--- src/rtl/cache_arbiter.sv ---
// cache_arbiter: shares one physical-memory port between the L1 instruction
// cache and the L1 data cache. One requester owns memory at a time, the grant
// is held until memory responds, and simultaneous requests alternate
// round-robin so neither cache can starve the other.
module cache_arbiter #(
  parameter int ADDR_WIDTH = 16,
  parameter int LINE_WIDTH = 128
) (
  input  logic                  clk,
  input  logic                  rst_n,

  input  logic                  i_pmem_read,
  input  logic [ADDR_WIDTH-1:0] i_pmem_address,
  output logic [LINE_WIDTH-1:0] i_pmem_rdata,
  output logic                  i_pmem_resp,

  input  logic                  d_pmem_read,
  input  logic                  d_pmem_write,
  input  logic [ADDR_WIDTH-1:0] d_pmem_address,
  input  logic [LINE_WIDTH-1:0] d_pmem_wdata,
  output logic [LINE_WIDTH-1:0] d_pmem_rdata,
  output logic                  d_pmem_resp,

  output logic                  pmem_read,
  output logic                  pmem_write,
  output logic [ADDR_WIDTH-1:0] pmem_address,
  output logic [LINE_WIDTH-1:0] pmem_wdata,
  input  logic [LINE_WIDTH-1:0] pmem_rdata,
  input  logic                  pmem_resp
);

  typedef enum logic [1:0] {
    IDLE    = 2'd0,
    GRANT_I = 2'd1,
    GRANT_D = 2'd2,
    RELEASE = 2'd3
  } state_t;

  state_t state;
  state_t next_state;

  // last_grant_d is high when the data cache won the most recent grant; the
  // opposite side wins the next tie.
  logic                  last_grant_d;
  logic [ADDR_WIDTH-1:0] addr_q;
  logic [LINE_WIDTH-1:0] wdata_q;
  logic                  write_q;

  logic i_req;
  logic d_req;
  logic grant_i;
  logic grant_d;

  assign i_req = i_pmem_read;
  assign d_req = d_pmem_read | d_pmem_write;

  // Arbitration decision, only meaningful while idle; ties go to the side
  // that was not served last.
  always_comb begin
    grant_i = 1'b0;
    grant_d = 1'b0;
    if (state == IDLE) begin
      if (i_req && d_req) begin
        if (last_grant_d) begin
          grant_i = 1'b1;
        end else begin
          grant_d = 1'b1;
        end
      end else begin
        grant_i = i_req;
        grant_d = d_req;
      end
    end
  end

  // Next-state logic and command/response steering; the granted side's
  // captured command is driven until memory answers.
  always_comb begin
    next_state  = state;
    pmem_read   = 1'b0;
    pmem_write  = 1'b0;
    i_pmem_resp = 1'b0;
    d_pmem_resp = 1'b0;
    case (state)
      IDLE: begin
        if (grant_i) begin
          next_state = GRANT_I;
        end else if (grant_d) begin
          next_state = GRANT_D;
        end
      end
      GRANT_I: begin
        pmem_read  = ~write_q;
        pmem_write = write_q;
        if (pmem_resp) begin
          i_pmem_resp = 1'b1;
          next_state  = RELEASE;
        end
      end
      GRANT_D: begin
        pmem_read  = ~write_q;
        pmem_write = write_q;
        if (pmem_resp) begin
          d_pmem_resp = 1'b1;
          next_state  = RELEASE;
        end
      end
      RELEASE: begin
        next_state = IDLE;
      end
      default: begin
        next_state = IDLE;
      end
    endcase
  end

  // State register.
  always_ff @(posedge clk) begin
    if (!rst_n) begin
      state <= IDLE;
    end else begin
      state <= next_state;
    end
  end

  // Capture the winner's command when a grant is issued, so later changes on
  // the requester inputs cannot disturb a transaction memory has started.
  always_ff @(posedge clk) begin
    if (!rst_n) begin
      addr_q       <= '0;
      wdata_q      <= '0;
      write_q      <= 1'b0;
      last_grant_d <= 1'b0;
    end else if (grant_i) begin
      addr_q       <= i_pmem_address;
      wdata_q      <= '0;
      write_q      <= 1'b0;
      last_grant_d <= 1'b0;
    end else if (grant_d) begin
      addr_q       <= d_pmem_address;
      wdata_q      <= d_pmem_wdata;
      write_q      <= d_pmem_write;
      last_grant_d <= 1'b1;
    end
  end

  // Captured address and data go straight to memory; read data is shared by
  // both caches because only the resp pulses identify the owner.
  assign pmem_address = addr_q;
  assign pmem_wdata   = wdata_q;
  assign i_pmem_rdata = pmem_rdata;
  assign d_pmem_rdata = pmem_rdata;

endmodule

--- config.mk ---
export PLATFORM = sky130hd
export DESIGN_NAME = cache_arbiter
export DESIGN_NICKNAME = d
export VERILOG_FILES = /design/src/rtl/cache_arbiter.sv
export SDC_FILE = /design/constraint.sdc
export NUM_CORES = 1
export LEC_CHECK = 0
export ABC_AREA = 0
export CAP_MARGIN = 5
export CORE_AREA = 3 3 273 275
export DETAILED_ROUTE_END_ITERATION = 7
export DIE_AREA = 0 0 276 278
export DONT_BUFFER_PORTS = 1
export PLACE_DENSITY_LB_ADDON = 0.15
export REMOVE_ABC_BUFFERS = 1
export SYNTH_ARGS = -nofsm -noshare
export SYNTH_HDL_FRONTEND = slang
export SYNTH_SLANG_ARGS = --single-unit
--- constraint.sdc ---
create_clock -name clk -period 2 [get_ports clk]
set_clock_uncertainty 0.2 [all_clocks]
set_input_delay 0.1 -clock clk [delete_from_list [all_inputs] [get_ports clk]]
set_output_delay 0.1 -clock clk [all_outputs]
set_load 0.01 [all_outputs]
==> out/qor.yml, run 1 <==
r2r_end: "write_q"
layout_commonest_cell: "dlygate4sd3_1"
antenna_cells: 0
yosysWarnings: 0
critPathTopFamily: "buffers and inverters"
yosysTopAreaCellShare_pct: 37.82
pre_cts_ws_ps: 78.49
crit_path_frequent_cell: "dlygate4sd3_1"
yosys_register_bits: 148
finalHoldViolations: 0
holdCritPathClass: "in2out"
power.density_nw_per_um2: 1364
endpoint_kind: "flip-flop"
cts_tree: "built"
synth_area_um2: 7835
status: "completed"
synth_cell_types: 29
startpoint_type: "input pin"
drive_gt1_share_pct: 10.48
layout_common_cells: "dlygate4sd3_1 (167), o21ai_0 (161), dfxtp_1 (147), a21oi_1 (146), nand3_1 (129)"
maxCapViolCount: 0
ys.flop_type: "dfxtp_1"
ioPinCount: 698
antenna_found_initial: 3
ant_nets: 0
slowest_stage: "dlygate4sd3_1"
rr_worst_depth: 6
maxSlewHeadroom_pct: 38.68
dieArea_um2: 76730
switching_share_pct: 44.18
reg2reg_from: "state[0]"
grt_max_degree: 59
pwr-share-comb_pct: 35.8
layout_setup_ws_ps: 96.35
clk_pin_slew_ps: 80
crit_start: "i_pmem_read"
area_growth_pct: 22.10
clk_latency_ps: 480
vias_per_cell: 3.993
p_switching_w: 0.005764
start_util_pct: 10.79
synth_area_leader_cell: "dfxtp_1"
setup_viol: 0
crit_cells: 6
intPower_w: 0.007284
synthCells: 970
placed_area_um2: 7271
period_needed_ps: 1904
leakage_nw: 3.156
crit_chain: "dlygate4sd3_1, nand2_4, buf_16, nand3_1, dlygate4sd3_1, a21oi_1"
synth_edf_count: 0
power_frac_seq_pct: 38.0
tightest_slew_ps: 916.8
cp-endpoint: "write_q"
synth_area_per_cell_um2: 8.077
ir_drop_uv: 503.0
die_y_um: 278
rrSetupSlack_ps: 110
pwr-share-clk_pct: 26.2
arrival_ps: 2070
cts_sinks: 148
period_share_pct: 95.18
rows: 99
cts-root-buf: "clkbuf_16"
drc: 0
place_congestion: 0.8730
vias: 7335
finalNetCount: 1162
timing.fmax_ghz: 0.5253
core-area_um2: 72590
drt_iter0_markers: 515
ctsHtreeMaxLevel: 4
overflow: 0
cp.required_ps: 2170
clk_path_buf_depth: 2
rsz0062_at_grt: "false"
grt_pass1_wl_mm: 98.87
first_pass_iters: 4
dp_hpwl_mm: 69.71
first_global_vias: 6903
cts_made_buffers: 17
crit_fanout: 47
yosysSeqAreaShare_pct: 37.82
synthArstFlopShare_pct: 0
wire_per_inst_um: 44.54
final_area_um2: 9567
port_buffers: 0
critical_path.max_stage_delay_ps: 800
crit_type: "in2reg"
die_width_um: 276
drv_slew: 0
track_usage_pct: 20.58
ys_top_cells_by_area: "dfxtp_1 (38%), buf_4 (26%), o21ai_0 (10%), a21oi_1 (9.3%), nand3_1 (8.2%)"
wl_mm: 81.81
finalPower_w: 0.01305
worst-path-buf-inv: 3
-- synth_stat cells (3+ instances only) --
| library cell | n |
|---|---|
| a21oi_1 | 146 |
| a31oi_1 | 16 |
| and2_1 | 4 |
| buf_2 | 23 |
| buf_4 | 270 |
| buf_6 | 3 |
| clkbuf_1 | 30 |
| clkbuf_2 | 11 |
| dfxtp_1 | 148 |
| ha_1 | 3 |
| nand2_1 | 4 |
| nand3_1 | 129 |
| nor2_1 | 3 |
| o21ai_0 | 161 |
-- what timing repair did --
| item | in CTS | in global routing |
|---|---|---|
| cloned | 0 | 0 |
| hold buffers | 167 | 0 |
| gates resized for setup | 2 | 4 |
| endpoints found under the hold margin | 148 | 0 |
| setup buffers | 0 | 0 |
| setup endpoints to repair | 2 | 95 |
-- routing by layer --
| metal | track usage [%] | up-vias | wire (um) |
|---|---|---|---|
| met4 | 4.942 | 20 | 1684 |
| met5 | 11.48 | - | 1255 |
| met1 | 14.93 | 3464 | 21760 |
| met2 | 31.92 | 898 | 36180 |
| met3 | 25.91 | 65 | 20930 |
| li1 | - | 2888 | - |
-- worst min-delay path by stage --
stage	start	end	slack, ps	cells after the start
final	pmem_rdata[80]	i_pmem_rdata[80]	0.3	0
after global routing	pmem_rdata[70]	i_pmem_rdata[70]	0.2	0
after CTS	pmem_rdata[70]	i_pmem_rdata[70]	1	0
after detailed placement	pmem_rdata[70]	i_pmem_rdata[70]	1	0
after global placement	pmem_rdata[70]	i_pmem_rdata[70]	1	0
after floorplan	pmem_rdata[0]	d_pmem_rdata[0]	0	0
-- power groups by stage --
| stage | Combinational, W | Clock (W) | Sequential (W) |
|---|---|---|---|
| floorplan | 0.00221 | 0 | 0.00444 |
| global placement | 0.00435 | 0 | 0.00507 |
| detailed placement | 0.00439 | 0 | 0.00505 |
| CTS | 0.00472 | 0.00360 | 0.00500 |
| global route | 0.00514 | 0.00367 | 0.00511 |
| finish | 0.00468 | 0.00342 | 0.00496 |
-- stage by stage --
step | cells | hold slack [ps] | TNS, ps | util (%)
after floorplan | 632 | 0 | -262380 | -
after global placement | 1638 | 0.9977 | 0 | 10.02
after detailed placement | 1638 | 0.9977 | 0 | 10.02
after CTS | 1837 | 0.9977 | 0 | 13.16
after global routing | 1837 | 0.1759 | 0 | 13.18
final | 1837 | 0.2821 | 0 | 13.18
-- worst register-to-register path, delay by kind of cell, from the launching register on --
kind	cells	cell delay, ps
buf+inv	3	840
flops	1	330
fa+ha+maj	1	260
compound gates	1	120
simple gates	1	70
-- cell type report --
type | instances | area (um^2)
clock buffer | 17 | 425.4
clock inverter | 15 | 178.9
fill | 8379 | 63020
inverter | 2 | 7.507
multi-input combinational | 482 | 2559
sequential | 148 | 2964
tap | 959 | 1200
timing repair buffer | 214 | 2232
-- sequential cells by signal (all words and copies together) (netlist names) --
register	count
pmem_address	16
pmem_wdata	128
state	2
last_grant_d	1
write_q	1
-- cells by family after synthesis --
kind of cell	share of synthesized area [%]
compound gates	22.28
fa+ha+maj	0.4791
buf+inv	30.05
flops	37.82
mux	0.1437
simple gates	9.230
No activity file was read; power rests on OpenSTA's default activity.
==> run 2, diff against run 1 <==
PLACE_DENSITY = 0.3   (was default)
PLACE_DENSITY_LB_ADDON = default   (was 0.15)
REMOVE_ABC_BUFFERS = default   (was 1)
==> out/qor.yml, run 2 (synthesized netlist as in run 1, its figures left out) <==
grt_pass1_wl_mm: 42.21  # was 98.87 mm
switching_share_pct: 41.49  # was 44.18%
final_area_um2: 9573  # was 9567 um^2
grt_max_degree: 82  # was 59
reg2reg_from: "state[0]"  # unchanged
finalHoldViolations: 0  # unchanged
crit_type: "in2reg"  # unchanged
intPower_w: 0.007489  # was 0.007284 W
power.density_nw_per_um2: 1337  # was 1364 nW/um^2
ioPinCount: 698  # unchanged
startpoint_type: "input pin"  # unchanged
rr_worst_depth: 8  # was 6
syn_nets: 1267
arrival_ps: 2080  # was 2070 ps
track_usage_pct: 7.390  # was 20.58%
layout_common_cells: "dlygate4sd3_1 (167), o21ai_0 (161), dfxtp_1 (147), a21oi_1 (146), nand3_1 (129)"  # unchanged
core-area_um2: 72590  # unchanged
drt_iter0_markers: 279  # was 515
p_switching_w: 0.005310  # was 0.005764 W
die_width_um: 276  # unchanged
fin_util_pct: 13.19  # was 13.18%
leakage_nw: 3.147  # was 3.156 nW
antenna_found_initial: 2  # was 3
drv_slew: 0  # unchanged
die_y_um: 278  # unchanged
r2r_end: "pmem_wdata[61]"  # was write_q
maxSlewHeadroom_pct: 40.95  # was 38.68%
place_congestion: 0.7078  # was 0.8730
maxCapViolCount: 0  # unchanged
tightest_slew_ps: 882.9  # was 916.8 ps
pwr-share-clk_pct: 25.2  # was 26.2%
final_cell_count_no_fill: 1836  # was 1,837
rows: 99  # unchanged
overflow: 0  # unchanged
cts_tree: "built"  # unchanged
period_needed_ps: 1877  # was 1904 ps
timing.fmax_ghz: 0.5327  # was 0.5253 GHz
crit_start: "i_pmem_read"  # unchanged
dp_hpwl_mm: 20.40  # was 69.71 mm
wire_per_inst_um: 16.60  # was 44.54 um
area_growth_pct: 22.18  # was 22.10%
first_pass_iters: 4  # unchanged
drive_gt1_share_pct: 10.05  # was 10.48%
dieArea_um2: 76730  # unchanged
cts_sinks: 148  # unchanged
power_frac_seq_pct: 37.0  # was 38.0%
largest_reg_flops: 128  # unchanged
status: "completed"  # unchanged
clk_latency_ps: 470  # was 480 ps
vias: 6403  # was 7,335
clk_pin_slew_ps: 70  # was 80 ps
ant_nets: 0  # unchanged
first_global_vias: 6574  # was 6,903
finalNetCount: 1160  # was 1,162
vias_per_cell: 3.487  # was 3.993
dp.cells: 1631  # was 1,638
setup_viol: 0  # unchanged
ctsHtreeMaxLevel: 4  # unchanged
rrSetupSlack_ps: 150  # was 110 ps
wl_mm: 30.47  # was 81.81 mm
ir_drop_uv: 687.3  # was 503.0 uV
port_buffers: 0  # unchanged
layout_commonest_cell: "dlygate4sd3_1"  # unchanged
hold_start: "pmem_rdata[7]"  # was pmem_rdata[80]
period_share_pct: 93.86  # was 95.18%
finalSetupTns_ps: 0  # unchanged
cp.required_ps: 2200  # was 2170 ps
pwr-share-comb_pct: 37.8  # was 35.8%
cts_made_buffers: 17  # unchanged
holdCritPathClass: "in2out"  # unchanged
rsz0062_at_grt: "false"  # unchanged
start_util_pct: 10.79  # unchanged
crit_fanout: 72  # was 47
clk_path_buf_depth: 2  # unchanged
cts-root-buf: "clkbuf_16"  # unchanged
endpoint_kind: "flip-flop"  # unchanged
holdPathEnd: "d_pmem_rdata[7]"  # was i_pmem_rdata[80]
holdPathStages: 0  # unchanged
drc: 0  # unchanged
placed_area_um2: 7231  # was 7271 um^2
## run 2: cell count changes in the layout (fill, tap and decap cells not counted), moves of 3 or more
cell | before | now
clkinv_2 | 0 | 3
inv_8 | 4 | 0
clkinv_4 | 2 | 6
clkbuf_16 | 17 | 20
buf_4 | 31 | 24
buf_12 | 15 | 18
clkinv_8 | 5 | 0
## run 2: what timing repair did
item                                    CTS  global route
gates resized for setup                   0             3
hold buffers                            167             0
endpoints found under the hold margin   148             0
endpoints found under the setup margin    0            47
setup buffers                             0             2
## run 2: per-stage QoR
stage / worst slack, ps / power [W] / hold slack (ps)
5_1_grt: 30.47 / 0.01373 / 0.01508
2_1_floorplan: 266.1 / 0.007735 / 46.70
3_5_place_dp: 116.6 / 0.009066 / 0.1003
4_1_cts: 43.17 / 0.01279 / 0.1003
6_report: 122.8 / 0.01280 / 0.004892
3_3_place_gp: 140.4 / 0.009056 / 0.1003
## run 2: critical path, cell delays in order
cell and delay (ps):
dlygate4sd3_1 710, nand2_4 170, buf_12 240, nand3_1 120, dlygate4sd3_1 580, a21oi_1 110
## run 2: per-layer routing
layer  global-route usage, %  wire (um)  vias up
li1                        -          -     2886
met1                   7.473      11160     3010
met2                   11.49      14230      404
met3                   4.186       3418      103
met4                   5.173       1654        0
met5                  0.6105          0        -
## run 2: worst max path at each step
stage / slack [ps] / depth (start not counted) / end
after floorplan: 270 / 8 / pmem_address[10]
after global placement: 140 / 8 / pmem_wdata[48]
after detailed placement: 120 / 8 / pmem_wdata[24]
after CTS: 40 / 3 / pmem_read
after global routing: 30 / 8 / pmem_wdata[72]
final: 120 / 6 / write_q
## run 2: cell type report
class,instances,area (um^2)
sequential,148,2964
inverter,2,7.507
clock inverter,14,130.1
tap,959,1200
multi-input combinational,482,2552
fill,8341,63010
clock buffer,18,429.2
timing repair buffer,212,2287
antenna,1,2.502
## run 2: power by group through the flow
| stage | Clock, W | Combinational, W | Sequential (W) |
|---|---|---|---|
| global placement | 0 | 0.00423 | 0.00483 |
| detailed placement | 0 | 0.00426 | 0.00481 |
| finish | 0.00323 | 0.00484 | 0.00473 |
| global route | 0.00353 | 0.00537 | 0.00483 |
| CTS | 0.00348 | 0.00456 | 0.00475 |
| floorplan | 0 | 0.00321 | 0.00453 |
